`src/rtl/sitcp_tx_arbiter.sv`:
```
// Round-robin arbiter that multiplexes N_SRC 32-bit packet sources onto the SiTCP
// TCP transmit byte stream, prefixing each packet with a one-byte source tag.
module sitcp_tx_arbiter #(
  parameter int          N_SRC    = 4,
  parameter logic [7:0]  TAG_BASE = 8'hA0
) (
  input  logic                  CLK,
  input  logic                  RST,
  input  logic [N_SRC-1:0]      src_valid,
  input  logic [32*N_SRC-1:0]   src_data,
  input  logic [N_SRC-1:0]      src_last,
  output logic [N_SRC-1:0]      src_ready,
  input  logic                  TCP_OPEN_ACK,
  input  logic                  TCP_TX_FULL,
  output logic                  TCP_TX_WR,
  output logic [7:0]            TCP_TX_DATA,
  output logic [31:0]           pkt_count,
  output logic [15:0]           drop_count,
  output logic                  busy
);

  typedef enum logic [2:0] {IDLE, HDR, FETCH, SER, DRAIN} state_t;

  state_t      state;
  logic [2:0]  gnt;
  logic [2:0]  rr_ptr;
  logic [2:0]  pick;
  logic [2:0]  next_ptr;
  logic [31:0] word_r;
  logic        last_r;
  logic [1:0]  byte_idx;
  logic [31:0] sel_data;
  logic        sel_valid;
  logic        sel_last;
  logic        accepting;
  logic        hs;
  logic [7:0]  ser_byte;

  // Lowest requester overall, overridden by the lowest requester at or above rr_ptr.
  always_comb begin
    pick = 3'd0;
    for (int i = N_SRC - 1; i >= 0; i--) begin
      if (src_valid[i]) pick = 3'(i);
    end
    for (int i = N_SRC - 1; i >= 0; i--) begin
      if (src_valid[i] && (3'(i) >= rr_ptr)) pick = 3'(i);
    end
  end

  always_comb begin
    sel_data  = 32'd0;
    sel_valid = 1'b0;
    sel_last  = 1'b0;
    for (int i = 0; i < N_SRC; i++) begin
      if (gnt == 3'(i)) begin
        sel_data  = src_data[32*i +: 32];
        sel_valid = src_valid[i];
        sel_last  = src_last[i];
      end
    end
  end

  // In DRAIN a captured last word means the packet is already complete; accept nothing more.
  assign accepting = (state == FETCH) || ((state == DRAIN) && !last_r);
  assign hs        = accepting && sel_valid;
  assign next_ptr  = (gnt == 3'(N_SRC - 1)) ? 3'd0 : gnt + 3'd1;
  assign busy      = (state != IDLE);

  always_comb begin
    src_ready = '0;
    for (int i = 0; i < N_SRC; i++) begin
      src_ready[i] = accepting && (gnt == 3'(i));
    end
  end

  always_comb begin
    case (byte_idx)
      2'd0:    ser_byte = word_r[31:24];
      2'd1:    ser_byte = word_r[23:16];
      2'd2:    ser_byte = word_r[15:8];
      default: ser_byte = word_r[7:0];
    endcase
  end

  always_ff @(posedge CLK or posedge RST) begin
    if (RST) begin
      state       <= IDLE;
      gnt         <= 3'd0;
      rr_ptr      <= 3'd0;
      word_r      <= 32'd0;
      last_r      <= 1'b0;
      byte_idx    <= 2'd0;
      TCP_TX_WR   <= 1'b0;
      TCP_TX_DATA <= 8'd0;
      pkt_count   <= 32'd0;
      drop_count  <= 16'd0;
    end else begin
      TCP_TX_WR <= 1'b0;
      case (state)
        IDLE: begin
          if (TCP_OPEN_ACK && (|src_valid)) begin
            gnt    <= pick;
            last_r <= 1'b0;
            state  <= HDR;
          end
        end
        HDR: begin
          if (!TCP_OPEN_ACK) begin
            state <= DRAIN;
          end else if (!TCP_TX_FULL) begin
            TCP_TX_WR   <= 1'b1;
            TCP_TX_DATA <= TAG_BASE | {5'd0, gnt};
            state       <= FETCH;
          end
        end
        FETCH: begin
          // A word accepted in the same cycle the link drops must still count toward DRAIN.
          if (hs) begin
            word_r   <= sel_data;
            last_r   <= sel_last;
            byte_idx <= 2'd0;
          end
          if (!TCP_OPEN_ACK) state <= DRAIN;
          else if (hs)       state <= SER;
        end
        SER: begin
          if (!TCP_OPEN_ACK) begin
            state <= DRAIN;
          end else if (!TCP_TX_FULL) begin
            TCP_TX_WR   <= 1'b1;
            TCP_TX_DATA <= ser_byte;
            byte_idx    <= byte_idx + 2'd1;
            if (byte_idx == 2'd3) begin
              if (last_r) begin
                pkt_count <= pkt_count + 32'd1;
                rr_ptr    <= next_ptr;
                state     <= IDLE;
              end else begin
                state <= FETCH;
              end
            end
          end
        end
        DRAIN: begin
          if (last_r || (hs && sel_last)) begin
            if (drop_count != 16'hFFFF) drop_count <= drop_count + 16'd1;
            rr_ptr <= next_ptr;
            state  <= IDLE;
          end
        end
        default: state <= IDLE;
      endcase
    end
  end

endmodule
```
`config.mk`:
```
export PLATFORM = sky130hd
export DESIGN_NAME = sitcp_tx_arbiter
export DESIGN_NICKNAME = d
export VERILOG_FILES = /design/src/rtl/sitcp_tx_arbiter.sv
export SDC_FILE = /design/constraint.sdc
export NUM_CORES = 1
export LEC_CHECK = 0
export CORE_ASPECT_RATIO = 0.8
export CORE_MARGIN = 2
export CORE_UTILIZATION = 35
export DETAILED_ROUTE_END_ITERATION = 10
export PLACE_DENSITY = 0.78
export SETUP_SLACK_MARGIN = 0.02
export SLEW_MARGIN = 20
export SYNTH_ARGS = -nofsm -noshare
export SYNTH_HDL_FRONTEND = slang
export SYNTH_SLANG_ARGS = --single-unit
```
`constraint.sdc`:
```
create_clock -name CLK -period 2.9 [get_ports CLK]
set_input_delay 0.435 -clock CLK [delete_from_list [all_inputs] [get_ports CLK]]
set_output_delay 0.435 -clock CLK [all_outputs]
set_load 0.05 [all_outputs]
```
==> results.toml <==
[placement]
place_hpwl_um = 12300
portBuffers = 201
place_congestion = 0.845
place_inst = 991

[timing]
period_needed_ns = 2.49
clock-skew-final_ns = 0.00980
hold_viol = 0
drv_slew = 0
fin_crit_sh_pct = 85.9
rsz0062_at_grt = "no"
setup_viol = 0
fmax_mhz = 401
slew-limit-headroom_pct = 59.6
tightest_slew_ns = 0.601
finalSetupTns_ns = 0

[synth]
synth_edf_count = 0
synthesis.nets = 750
synth_area_per_cell_um2 = 9.29
synth.most_common_cell = "dfrtp_1"
yosysTopAreaCell = "dfrtp_1"
synth-seq-area-share_pct = 44.4
synth_seq_cells = 99
synth_area_leaders = "dfrtp_1, xnor2_1, a221oi_1"
synth_common_cells = "dfrtp_1, nand2_1, a21oi_1"
yosys.cell_types.count = 50
yosys.area.top_type_share_pct = 44.4
synth-async-reset-ratio_pct = 100
synth_cells = 600
synthFlopType = "dfrtp_1"
ys_warn_count = 0
synth_area_um2 = 5580

[critical_path]
critPathKind = "flop to output pin"
crit_path_start = "gnt[0]"
path_cells = "inv_1, ha_2, buf_4, and2_1, buf_12"
critPathRequiredTime_ns = 2.47
critPathSlowestCell = "buf_4"
cp.arrival_ns = 2.06
cp_slowest_stage_delay_ns = 0.45
r2r_start = "gnt[0]"
cp_max_fo = 65
start_kind = "flop"
worst_setup_path_end_kind = "output pin"

[finish]
instances_no_fill = 1007
diodes = 0
seq_area_um2 = 2480
multiInputGateArea_um2 = 2880
drive_gt1_share_pct = 6.44
fill_cells = 1478
finalNetCount = 937
syn_to_final_growth_pct = 45.8
utilization_pct = 51.8

[clock_tree]
root_buffer = "clkbuf_16"
clk_pin_slew_ns = 0.08
htree_levels = 3
cts_tree = "done"
clockBufferDepth = 2
worst_skew_pair.late_latency_ns = 0.35
cts.sinks = 99
cts_inserted_buffers = 9
ctsHoldBuffers = 0

[floorplanning]
core_um2 = 15700
num_rows = 41
die-area_um2 = 17000
pin_count = 202
die_x_um = 145
initial_core_util_pct = 35.5
die_y_um = 117

[global_routing]
antenna_found_initial = 0
grt_use_total_pct = 18.9
grt_max_degree = 66
grt_pass1_vias = 4982
overflow = 0
grt_first_pass_wirelength_um = 25500

[pwr]
cellLeakagePower_nw = 3.40
power_density_nw_per_um2 = 757
peakVddDrop_mv = 0.503

[routing]
drt_pass1_iterations = 5
wl_per_cell_um = 15.6
via_per_inst = 5.11
drtIter0Drc = 285
drc = 0
drt-total-wl_um = 15700
num_vias = 5145
ant_nets = 0

[run]
maxCapViolCount = 0

[run_status]
outcome = "finished, final reports clean"

[hold_path]
hp-class = "input port to asynchronous set/reset pin"
==> registers in the layout, summed over array words and instances, names as in the netlist <==
register / flops
gnt: 2
TCP_TX_DATA: 8
state: 3
last_r: 1
drop_count: 16
rr_ptr: 2
byte_idx: 2
TCP_TX_WR: 1
word_r: 32
pkt_count: 32
==> cell usage in the layout, fill, tap and decap left out, types with 15 or more instances in the layout <==
| cell type | synthesis | final |
|---|---|---|
| nand2_1 | 60 | 60 |
| a221oi_1 | 32 | 32 |
| dfrtp_1 | 99 | 99 |
| nor2b_1 | 34 | 33 |
| o21ai_0 | 43 | 43 |
| xnor2_1 | 33 | 33 |
| nor3_1 | 34 | 34 |
| clkdlybuf4s50_1 | 0 | 197 |
| nand3_1 | 20 | 20 |
| a21oi_1 | 47 | 47 |
| nand4_1 | 15 | 15 |
| nor2_1 | 20 | 20 |
==> per-layer routing <==
metal	routed length (µm)	track usage, %	up-vias	part of all wire [%]
met3	1010	5.04	18	6.4
met1	7340	25.7	2389	47
li1	-	-	2552	-
met4	192	4.18	0	1.2
met2	7130	30.6	186	45
met5	0	0	-	0
==> path summary, 6_finish.rpt <==
check                      slack [ns]             to  depth (start not counted)
min in group CLK                 0.48  pkt_count[31]                          1
hold reg to reg                  0.48  pkt_count[31]                          1
setup reg to reg                 0.50     word_r[24]                          7
hold / removal                   0.47   pkt_count[2]                          2
setup / recovery                 0.41   src_ready[2]                          5
max in group asynchronous        1.78     word_r[25]                          3
==> what timing repair did <==
action | in CTS | in global routing
gates resized for setup | 0 | 1
buffers inserted | 0 | 0
endpoints found under the setup margin | 0 | 1
==> worst max-delay path, delay by kind of cell, from the launching register on <==
kind | cells | cell delay [ns]
simple gates | 1 | 0.26
flops | 1 | 0.43
buf+inv | 3 | 0.75
fa+ha+maj | 1 | 0.24
==> power breakdown <==
part | switching, mW | internal, mW
combinational | 1.78 | 1.26
sequential | 0.257 | 1.69
clock | 0.566 | 0.606
total | 2.60 | 3.55
==> stage by stage <==
step	area, µm²	power [mW]	hold WS (ns)	setup WS [ns]
floorplan	5580	3.99	0.448	0.621
global placement	7840	4.95	0.461	0.429
detailed placement	7840	5.00	0.475	0.357
CTS	8130	6.18	0.475	0.0760
global route	8130	6.57	0.512	0.277
finish	8130	6.15	0.469	0.409
==> kinds of logic after synthesis <==
logic type	share of synthesized area, %
XOR/XNOR	7.07
buffers and inverters	4.13
adder cells (fa/ha/maj)	2.24
AO/OA/AOI/OAI	17.2
AND/OR/NAND/NOR	23.2
multiplexers	1.68
flip-flops	44.4
==> final cells by class <==
class	instances	area share, %
multi-input combinational	449	35.4
sequential	99	30.5
timing repair buffer	215	26.6
tap	215	3.31
clock buffer	9	2.77
clock inverter	7	0.831
inverter	13	0.646
No activity file was read; power rests on OpenSTA's default activity.
